### src/rtl/fetch_sequencer_pkg.sv
// Shared sequencer types and default program-map constants, also used by the ROM and the top level.
// Pure declarations: no logic, no latency, no flow control.
package fetch_sequencer_pkg;

  typedef enum logic [1:0] {
    ST_IDLE = 2'd0,
    ST_RUN  = 2'd1,
    ST_DONE = 2'd2
  } seq_state_t;

  localparam int AW_DEF         = 11;
  localparam int PROG0_BASE_DEF = 0;
  localparam int PROG1_BASE_DEF = 256;
  localparam int PROG2_BASE_DEF = 512;

endpackage

### src/rtl/fetch_sequencer_sat_counter.sv
// Saturating up-counter with synchronous clear; output registered, one cycle per count.
// Clear beats enable; the count sticks at all-ones and never wraps.
module sat_counter #(
  parameter int W = 16
) (
  input  logic         i_clk,
  input  logic         i_clr,
  input  logic         i_en,
  output logic [W-1:0] o_count
);

  logic [W-1:0] r_count;

  always_ff @(posedge i_clk) begin
    if (i_clr) begin
      r_count <= '0;
    end else if (i_en && (r_count != {W{1'b1}})) begin
      r_count <= r_count + W'(1);
    end
  end

  assign o_count = r_count;

endmodule

### src/rtl/fetch_sequencer.sv
// Program counter / run-control FSM for the instruction ROM; all outputs registered, one-cycle PC update.
// Decoder controls act at the next edge; Start is ignored while a program is running.
module fetch_sequencer
  import fetch_sequencer_pkg::*;
#(
  parameter int AW         = AW_DEF,
  parameter int CW         = 16,
  parameter int PROG0_BASE = PROG0_BASE_DEF,
  parameter int PROG1_BASE = PROG1_BASE_DEF,
  parameter int PROG2_BASE = PROG2_BASE_DEF
) (
  input  logic          Clk,
  input  logic          Reset,
  input  logic          Start,
  input  logic [1:0]    ProgSel,
  input  logic          Halt,
  input  logic          Stall,
  input  logic          BranchAbs,
  input  logic          BranchRel,
  input  logic [AW-1:0] Target,
  output logic [AW-1:0] InstAddress,
  output logic          Running,
  output logic          Done,
  output logic [CW-1:0] CycleCount
);

  seq_state_t    r_state;
  logic [AW-1:0] r_pc;
  logic          r_running;
  logic          r_done;

  logic [AW-1:0] w_base;
  logic          w_start_acc;
  logic          w_cnt_clr;
  logic          w_cnt_en;

  always_comb begin
    case (ProgSel)
      2'd1:    w_base = AW'(PROG1_BASE);
      2'd2:    w_base = AW'(PROG2_BASE);
      default: w_base = AW'(PROG0_BASE);
    endcase
  end

  assign w_start_acc = Start && (r_state != ST_RUN);
  assign w_cnt_clr   = Reset || w_start_acc;
  assign w_cnt_en    = (r_state == ST_RUN);

  always_ff @(posedge Clk) begin
    if (Reset) begin
      r_state   <= ST_IDLE;
      r_pc      <= '0;
      r_running <= 1'b0;
      r_done    <= 1'b0;
    end else begin
      case (r_state)
        ST_IDLE, ST_DONE: begin
          if (Start) begin
            r_state   <= ST_RUN;
            r_pc      <= w_base;
            r_running <= 1'b1;
            r_done    <= 1'b0;
          end
        end
        ST_RUN: begin
          // Halt leaves the PC parked on the halt instruction itself.
          if (Halt) begin
            r_state   <= ST_DONE;
            r_running <= 1'b0;
            r_done    <= 1'b1;
          end else if (Stall) begin
            r_pc <= r_pc;
          end else if (BranchAbs) begin
            r_pc <= Target;
          end else if (BranchRel) begin
            r_pc <= r_pc + Target;
          end else begin
            r_pc <= r_pc + AW'(1);
          end
        end
        default: begin
          r_state   <= ST_IDLE;
          r_running <= 1'b0;
          r_done    <= 1'b0;
        end
      endcase
    end
  end

  sat_counter #(
    .W (CW)
  ) u_cycle_cnt (
    .i_clk   (Clk),
    .i_clr   (w_cnt_clr),
    .i_en    (w_cnt_en),
    .o_count (CycleCount)
  );

  assign InstAddress = r_pc;
  assign Running     = r_running;
  assign Done        = r_done;

endmodule

### config.mk
export PLATFORM = sky130hd
export DESIGN_NAME = fetch_sequencer
export DESIGN_NICKNAME = d
export VERILOG_FILES = /design/src/rtl/fetch_sequencer_pkg.sv /design/src/rtl/fetch_sequencer_sat_counter.sv /design/src/rtl/fetch_sequencer.sv
export SDC_FILE = /design/constraint.sdc
export NUM_CORES = 1
export LEC_CHECK = 0
export CAP_MARGIN = 20
export CELL_PAD_IN_SITES_DETAIL_PLACEMENT = 2
export CELL_PAD_IN_SITES_GLOBAL_PLACEMENT = 2
export CORE_ASPECT_RATIO = 1.5
export CORE_MARGIN = 1.5
export CORE_UTILIZATION = 30
export DETAILED_ROUTE_END_ITERATION = 10
export PLACE_DENSITY_LB_ADDON = 0.1
export SLEW_MARGIN = 20
export SYNTH_ARGS = -nofsm -noshare
export SYNTH_HDL_FRONTEND = slang
export SYNTH_SLANG_ARGS = --single-unit
### constraint.sdc
create_clock -name Clk -period 4.9 [get_ports Clk]
set_input_delay 0.98 -clock Clk [delete_from_list [all_inputs] [get_ports Clk]]
set_output_delay 0.98 -clock Clk [all_outputs]
set_load 0.05 [all_outputs]
Word level (Yosys, flattened, before mapping)
Cells that the tools add are included.
{"block": "totals", "ff_bits": 31, "inputBits": 20, "out_inout_bits": 29}
{"block": "classes", "add_sub_neg": 3, "n_eq_ne": 10, "muxes": 16, "reduce_logical": 8}
{"op": "$mux W11", "n": 5}
{"op": "$pmux W11 S2", "n": 1}
{"op": "$pmux W10 S2", "n": 1}
{"op": "$add A16 B1 Y16 const B", "n": 1}
{"op": "$ne A16 B16 Y1 const B", "n": 1}
{"op": "$add A11 B1 Y11 const B", "n": 1}
{"op": "$add A11 B11 Y11", "n": 1}
{"op": "$ne A2 B2 Y1 const B", "n": 4}
{"op": "$eq A2 B1 Y1 const B", "n": 2}
{"op": "$eq A2 B2 Y1 const B", "n": 2}
{"op": "$mux W1", "n": 4}
{"op": "$mux W2", "n": 2}
{"op": "$pmux W1 S2", "n": 2}
{"op": "$pmux W2 S2", "n": 1}
{"op": "$reduce_and A4 Y1", "n": 1}
{"op": "$logic_and A1 B1 Y1", "n": 2}
{"op": "$logic_not A2 Y1", "n": 1}
{"op": "$ne A2 B1 Y1 const B", "n": 1}
{"op": "$reduce_and A2 Y1", "n": 1}
{"op": "$reduce_bool A2 Y1", "n": 1}
{"op": "$reduce_or A2 Y1", "n": 1}
{"op": "$logic_or A1 B1 Y1", "n": 1}

Logic depth before layout (Yosys ltp)
Gate-level depths: netlist of the first run.
{"block": "depth", "depth_word": 6, "mapped_depth": 10, "depth_no_buf": 9}

By module
Synthesis of the first run repeated with hierarchy kept, for this count alone.
{"block": "hier_totals", "hier_cells": 252, "area_unflattened_um2": 2047.0}
{"module": "fetch_sequencer", "instances": 1, "cells_per_inst": 153, "area_per_inst_um2": 1198.6, "seq_area_each_um2": 260.2}
{"module": "sat_counter", "instances": 1, "cells_per_inst": 99, "area_per_inst_um2": 848.3, "seq_area_each_um2": 320.3}

Least setup slack after synthesis of the first run
OpenSTA, ideal clock, no wires.
{"block": "synth_timing", "path_kind": "input port to flip-flop", "from": "input BranchRel", "to": "register r_pc[8] (netlist: InstAddress[8])", "arrival_time_ps": 2761, "t_required_ps": 4784, "setup_slack_ps": 2024, "cell_stages": 10, "path_buffers": 1, "path_cell_list": "clkbuf_1 > nand2b_1 > ha_1 > inv_1 > fa_1 > nor2b_4 > o31a_1 > o2111a_1 > or3_1 > a31o_1"}
{"block": "synth_via", "elab_chain_len": 5}
{"item": "start, declared", "line": "fetch_sequencer.sv:19", "text": "input logic BranchRel,"}
{"item": "$mux W11", "line": "fetch_sequencer.sv:75", "text": "end else if (BranchRel) begin"}
{"item": "$mux W11", "line": "fetch_sequencer.sv:73", "text": "end else if (BranchAbs) begin"}
{"item": "$mux W11", "line": "fetch_sequencer.sv:71", "text": "end else if (Stall) begin"}
{"item": "$mux W11", "line": "fetch_sequencer.sv:67", "text": "if (Halt) begin"}
{"item": "$pmux W11 S2", "line": "fetch_sequencer.sv:56", "text": "case (r_state)"}
{"item": "end signal, assigned", "line": "fetch_sequencer.sv:72", "text": "r_pc <= r_pc;"}
{"item": "end signal, assigned", "line": "fetch_sequencer.sv:74", "text": "r_pc <= Target;"}
{"item": "end signal, assigned", "line": "fetch_sequencer.sv:76", "text": "r_pc <= r_pc + Target;"}
{"item": "end, declared", "line": "fetch_sequencer.sv:28", "text": "logic [AW-1:0] r_pc;"}
No other way between the ends. The select of a mux whose other input is x is not followed.
A chain may end at the register's enable or synchronous reset.

Worst setup path in the final report of the first run
Same ends and word-level chain as after synthesis.

==> results of run 1 <==
[worst max-delay path, cell delays in order]
cell and delay [ns]:
sky130_fd_sc_hd__clkdlybuf4s50_1 0.70, sky130_fd_sc_hd__nand2b_1 0.11, sky130_fd_sc_hd__ha_1 0.21, sky130_fd_sc_hd__inv_1 0.08, sky130_fd_sc_hd__fa_1 0.26, sky130_fd_sc_hd__nor2b_4 0.06, sky130_fd_sc_hd__o31a_1 0.30, sky130_fd_sc_hd__o2111a_1 0.26
sky130_fd_sc_hd__or3_1 0.31, sky130_fd_sc_hd__a31o_1 0.20
[Yosys cell counts, drive strengths merged (7+ instances only)]
| cell type | number |
|---|---|
| a21oi | 17 |
| and2 | 10 |
| dfxtp | 29 |
| ha | 11 |
| inv | 7 |
| nand2 | 11 |
| nor2 | 30 |
| nor3 | 9 |
| o21ai | 8 |
| xor2 | 16 |
[logic make-up after synthesis]
family / synth area share, %
simple gates: 27.5
compound gates: 21.1
flops: 30.3
xor+xnor: 8.24
buf+inv: 3.07
fa+ha+maj: 8.24
mux: 1.57
[routing by layer]
metal | part of all wire (%) | up-vias | wire length [um] | global-route usage, %
li1 | - | 941 | - | -
met1 | 35 | 947 | 2120 | 18.7
met2 | 57 | 48 | 3500 | 37.8
met3 | 4.9 | 15 | 301 | 3.91
met4 | 3.6 | 0 | 218 | 10.5
met5 | 0 | - | 0 | 0
[final cells by class]
cell class,instances,area (um2)
clock buffers,7,96.3
flip-flops and latches,29,581
fillers,723,3600
multi-input cells,187,1270
inverters,7,26.3
clock inverters,1,5.00
repair buffers,50,495
well taps,74,92.6
[per-stage QoR]
step	total power [mW]	hold WS [ns]	setup slack, ns	cells
floorplan	0.312	0.747	2.02	231
global placement	0.353	0.530	1.37	347
detailed placement	0.355	0.537	1.27	347
CTS	0.588	0.546	1.57	355
global route	0.608	0.586	1.43	355
finish	0.576	0.531	1.61	355
[sequential cells by signal, indices dropped and copies added, names as in the netlist]
| name | count |
|---|---|
| u_cycle_cnt.o_count | 16 |
| InstAddress | 11 |
| Done | 1 |
| r_state | 1 |
[how the worst max path moves through the flow]
stage | from | to | slack (ns) | cells past startpoint
after floorplan | BranchRel | InstAddress[8] | 2.02 | 10
after global placement | BranchRel | InstAddress[8] | 1.37 | 10
after detailed placement | BranchRel | InstAddress[8] | 1.27 | 10
after CTS | BranchRel | InstAddress[8] | 1.57 | 10
after global routing | BranchRel | InstAddress[8] | 1.43 | 10
final | BranchRel | InstAddress[8] | 1.61 | 10
[cell usage in the layout (no fill, tap or decap), drive strengths merged, types with 2 or more instances in the layout]
cell            n
a22oi           6
clkbuf          7
nor2           30
o21a            3
ha             11
nand4           6
nor3            9
a21o            5
buf             2
dfxtp          29
xnor2           2
nand3           5
o2111ai         2
o21ai           8
clkdlybuf4s50  48
a311oi          2
o211ai          5
xor2           16
a222oi          2
and3            6
inv             7
nand2          11
nor4b           3
and2           10
nand2b          5
and4            3
a21oi          17
mux2i           3
nor2b           4
[report_power, final]
group	internal (mW)	switching, mW	total (mW)
combinational	0.0442	0.0595	0.104
sequential	0.240	0.00479	0.245
clock	0.127	0.101	0.228
==> results.json, run 1 <==
{
  "outcome": "finished, final reports clean",
  "tightestPinTransition_ns": 0.638,
  "routed_wl_um": 6140,
  "overflow": 0,
  "fp.coreArea_um2": 6170,
  "slew_headroom_pct": 57.4,
  "synthesized_netlist_cell_count": 231,
  "iteration_0_drc_markers": 24,
  "critPathKind": "in -> reg",
  "gp_routability_congestion": 0.766,
  "design_area_um2": 2570,
  "crit_arrival_ns": 3.47,
  "setup-tns-final_ns": 0,
  "drv_cap": 0,
  "ir_worst_vdd_uv": 107,
  "cts_tree": "done",
  "worstRegToRegCells": 8,
  "final_util_pct": 41.6,
  "critPathMaxFanout": 11,
  "setup_repair_after_global_routing_missed_its_margin": "false",
  "r2r_end": "InstAddress[8]",
  "routedWlPerCell_um": 17.3,
  "synthFlopType": "sky130_fd_sc_hd__dfxtp_1",
  "total_leakage_power_nw": 1.01,
  "hold_buffers": 0,
  "hp-class": "reg -> reg",
  "clk_transition_reported_paths_ns": 0.07,
  "ys_seq_elements": 29,
  "hold_viol": 0,
  "drt.antenna.violating_nets": 0,
  "yosys.area.top_type": "sky130_fd_sc_hd__dfxtp_1",
  "tritoncts_num_sinks": 29,
  "ys_top_cells_by_area": "sky130_fd_sc_hd__dfxtp_1 30%, sky130_fd_sc_hd__xor2_1 7.3%, sky130_fd_sc_hd__ha_1 7.2%",
  "dpl.hpwl_um": 4720,
  "power_per_cell_area_nw_per_um2": 224,
  "yosysUniqueCellTypes": 47,
  "data_required_time_of_the_worst_path_ns": 5.09,
  "die-width_um": 68.2,
  "htree_num_levels": 2,
  "max_freq_mhz": 304,
  "pin_count": 49,
  "initial_core_util_pct": 31.0,
  "fin_nets": 312,
  "first_global_vias": 2148,
  "sequential_cell_area_fraction_in_the_yosys_report_pct": 30.3,
  "cts_root_buffer": "sky130_fd_sc_hd__clkbuf_8",
  "min_period_ns": 3.29,
  "setup.worst_path.start_class": "primary input",
  "slew_viol_final": 0,
  "cts-buffers-inserted": 5,
  "postSynthAreaPerCell_um2": 8.28,
  "dpl_cell_area_um2": 2470,
  "grt_antenna_before_repair": 0,
  "antenna-diode-count": 0,
  "timing.hold.worst_path_depth": 2,
  "grt_max_degree": 18,
  "timing.critical_path.to_type": "flop",
  "die_area_um2": 6870,
  "routed_via_density": 5.50,
  "post_synth_instance_area_um2": 1910,
  "synthesis.nets": 263,
  "number_of_enable_type_register_cells_in_the_synthesized_netlist": 0,
  "hold_start": "InstAddress[0]",
  "worst_hold_path.endpoint": "InstAddress[0]",
  "timing.clock.skew_ns": 0.0129,
  "total_number_of_vias": 1951,
  "asyncSetResetFlopFracSynth_pct": 0,
  "detailedRoute.firstPassIterationCount": 4,
  "final_layout_size_suffix_gt1_share_pct": 5.34,
  "syn2layout_area_growth_pct": 34.3,
  "grt_pass1_wl_um": 10200,
  "std_cell_rows": 35,
  "worst-r2r-setup-slack_ns": 2.81,
  "cts-resized-gates": 0,
  "post-cts-setup-buffer-count": 0,
  "synth.yosys.warnings": 0,
  "chipHeight_um": 101,
  "clk_path_buf_depth": 2,
  "finalCritPeriodShare_pct": 67.1,
  "place.port_buffers": 48,
  "clk-insertion-delay-late_ns": 0.29,
  "finalSetupViolCount": 0,
  "drc": 0,
  "synth_top_area_share_pct": 30.3,
  "regToRegStartpoint": "InstAddress[0]",
  "grt.total_usage_pct": 19.8
}
(Power assumes the default switching activity.)
==> run 2: changes to the inputs <==
--- a/config.mk
+++ b/config.mk
@@ -10,7 +10,7 @@
 export CELL_PAD_IN_SITES_GLOBAL_PLACEMENT = 2
 export CORE_ASPECT_RATIO = 1.5
 export CORE_MARGIN = 1.5
-export CORE_UTILIZATION = 30
+export CORE_UTILIZATION = 28
 export DETAILED_ROUTE_END_ITERATION = 10
 export PLACE_DENSITY_LB_ADDON = 0.1
 export SLEW_MARGIN = 20
==> constraint.sdc (replaced) <==
create_clock -name Clk -period 3.1 [get_ports Clk]
set_input_delay 0.62 -clock Clk [delete_from_list [all_inputs] [get_ports Clk]]
set_output_delay 0.62 -clock Clk [all_outputs]
set_load 0.05 [all_outputs]
==> results.json, run 2 (synthesized netlist as in run 1, its figures left out) <==
{
  "tritoncts_num_sinks": 29,
  "drc": 0,
  "slew_viol_final": 0,
  "worst-r2r-setup-slack_ns": 1.05,
  "crit_arrival_ns": 3.01,
  "overflow": 0,
  "timing.critical_path.to_type": "flop",
  "post-cts-setup-buffer-count": 0,
  "critPathKind": "in -> reg",
  "gp_routability_congestion": 0.777,
  "setup_ws_ns": 0.281,
  "worst_path_dominant_cell_family": "buffers and inverters",
  "hold_viol": 0,
  "drt.antenna.violating_nets": 0,
  "routed_wl_um": 6730,
  "cts-buffers-inserted": 5,
  "path_cells": "clkdlybuf4s50_1 > nand2b_1 > ha_1 > inv_1 > fa_1 > nor2b_4 > o31a_1 > buf_4 > o21a_1 > o21a_1 > o32ai_1",
  "tightestPinTransition_ns": 0.542,
  "grt.total_usage_pct": 18.8,
  "worst_hold_margin_ns": 0.547,
  "clk_path_buf_depth": 2,
  "power_per_cell_area_nw_per_um2": 335,
  "critPathMaxFanout": 7,
  "largest_register_ff_count": 16,
  "setup_repair_after_global_routing_missed_its_margin": "false",
  "htree_num_levels": 2,
  "worstRegToRegCells": 9,
  "antenna-diode-count": 0,
  "final_layout_size_suffix_gt1_share_pct": 7.61,
  "slew_headroom_pct": 63.8,
  "worst_hold_path.endpoint": "InstAddress[0]",
  "min_period_ns": 2.82,
  "fp.coreArea_um2": 6530,
  "cts_root_buffer": "sky130_fd_sc_hd__clkbuf_8",
  "total_power_mw": 0.877,
  "design_area_um2": 2610,
  "initial_core_util_pct": 29.3,
  "iteration_0_drc_markers": 32,
  "pin_count": 49,
  "grt_max_degree": 17,
  "crit_path_start": "BranchRel",
  "total_leakage_power_nw": 1.04,
  "max_freq_mhz": 355,
  "multi_input_gate_area_um2": 1270,
  "first_global_vias": 2179,
  "regToRegStartpoint": "InstAddress[0]",
  "clk-insertion-delay-late_ns": 0.29,
  "finalCritPeriodShare_pct": 91.0,
  "syn2layout_area_growth_pct": 36.6,
  "detailedRoute.firstPassIterationCount": 4,
  "layout_commonest_cell": "sky130_fd_sc_hd__clkdlybuf4s50_1",
  "cts_tree": "done",
  "cts-resized-gates": 0,
  "grt_antenna_before_repair": 0,
  "hold_start": "InstAddress[0]",
  "grt_pass1_wl_um": 10900,
  "final_util_pct": 40.0,
  "hold_buffers": 0,
  "critPathBufInv": 3,
  "routed_via_density": 5.47,
  "chipHeight_um": 104,
  "seq_area_um2": 581,
  "final_cell_mix": "48 x sky130_fd_sc_hd__clkdlybuf4s50_1, 30 x sky130_fd_sc_hd__nor2_1, 29 x sky130_fd_sc_hd__dfxtp_1",
  "critical_path_most_common_cell": "sky130_fd_sc_hd__o21a_1",
  "ir_worst_vdd_uv": 198,
  "die_area_um2": 7350,
  "hp-class": "reg -> reg",
  "data_required_time_of_the_worst_path_ns": 3.29,
  "std_cell_rows": 36,
  "dpl.cell_count": 357,
  "fillers": 761,
  "clk_transition_reported_paths_ns": 0.07,
  "total_number_of_vias": 1997,
  "setup-tns-final_ns": 0,
  "detailedPlace.worstSlack_ns": -0.0231,
  "dpl_cell_area_um2": 2530,
  "drv_cap": 0,
  "critPathMaxStageDelay_ns": 0.67,
  "fin_nets": 320,
  "timing.hold.worst_path_depth": 2,
  "dpl.hpwl_um": 5220,
  "die-width_um": 70.5,
  "routedWlPerCell_um": 18.4,
  "place.port_buffers": 48,
  "outcome": "finished, final reports clean",
  "finalSetupViolCount": 0,
  "r2r_end": "InstAddress[6]",
  "critPathSlowestCell": "sky130_fd_sc_hd__clkdlybuf4s50_1",
  "timing.clock.skew_ns": 0.00784,
  "final_cell_count_no_fill": 365,
  "setup.worst_path.start_class": "primary input"
}
run 2: changes by cell type in the layout (fill, tap and decap cells not counted), sizes merged:
| cell | before | now |
|---|---|---|
| buf | 2 | 10 |
| clkbuf | 7 | 6 |
| clkinv | 1 | 2 |
run 2: where the power goes:
part | switching (mW) | internal (mW) | leakage, nW
Clock | 0.160 | 0.156 | 0.0450
Combinational | 0.0981 | 0.0759 | 0.758
Sequential | 0.00803 | 0.379 | 0.234
run 2: worst min-delay path, delay by kind of cell (launching register included):
kind / cells / cell delay, ns
compound gates: 1 / 0.13
flops: 1 / 0.33
simple gates: 1 / 0.05
run 2: worst max-delay path by stage:
stage / cells after the start / to
floorplan: 10 / InstAddress[8]
global placement: 10 / InstAddress[8]
detailed placement: 10 / InstAddress[8]
CTS: 10 / InstAddress[8]
global route: 11 / InstAddress[6]
finish: 11 / InstAddress[6]
run 2: layer usage:
metal / global-route usage (%) / up-vias / wire, um
li1: - / 953 / -
met1: 18.3 / 989 / 2390
met2: 38.8 / 48 / 4000
met3: 3.00 / 7 / 254
met4: 4.95 / 0 / 76
met5: 0 / - / 0
run 2: cell type report:
cell class / count / area share, %
Multi-Input combinational cell: 187 / 48.7
Sequential cell: 29 / 22.2
Timing Repair Buffer: 58 / 21.3
Tap cell: 76 / 3.64
Clock buffer: 6 / 2.78
Inverter: 7 / 1.01
Clock inverter: 2 / 0.383
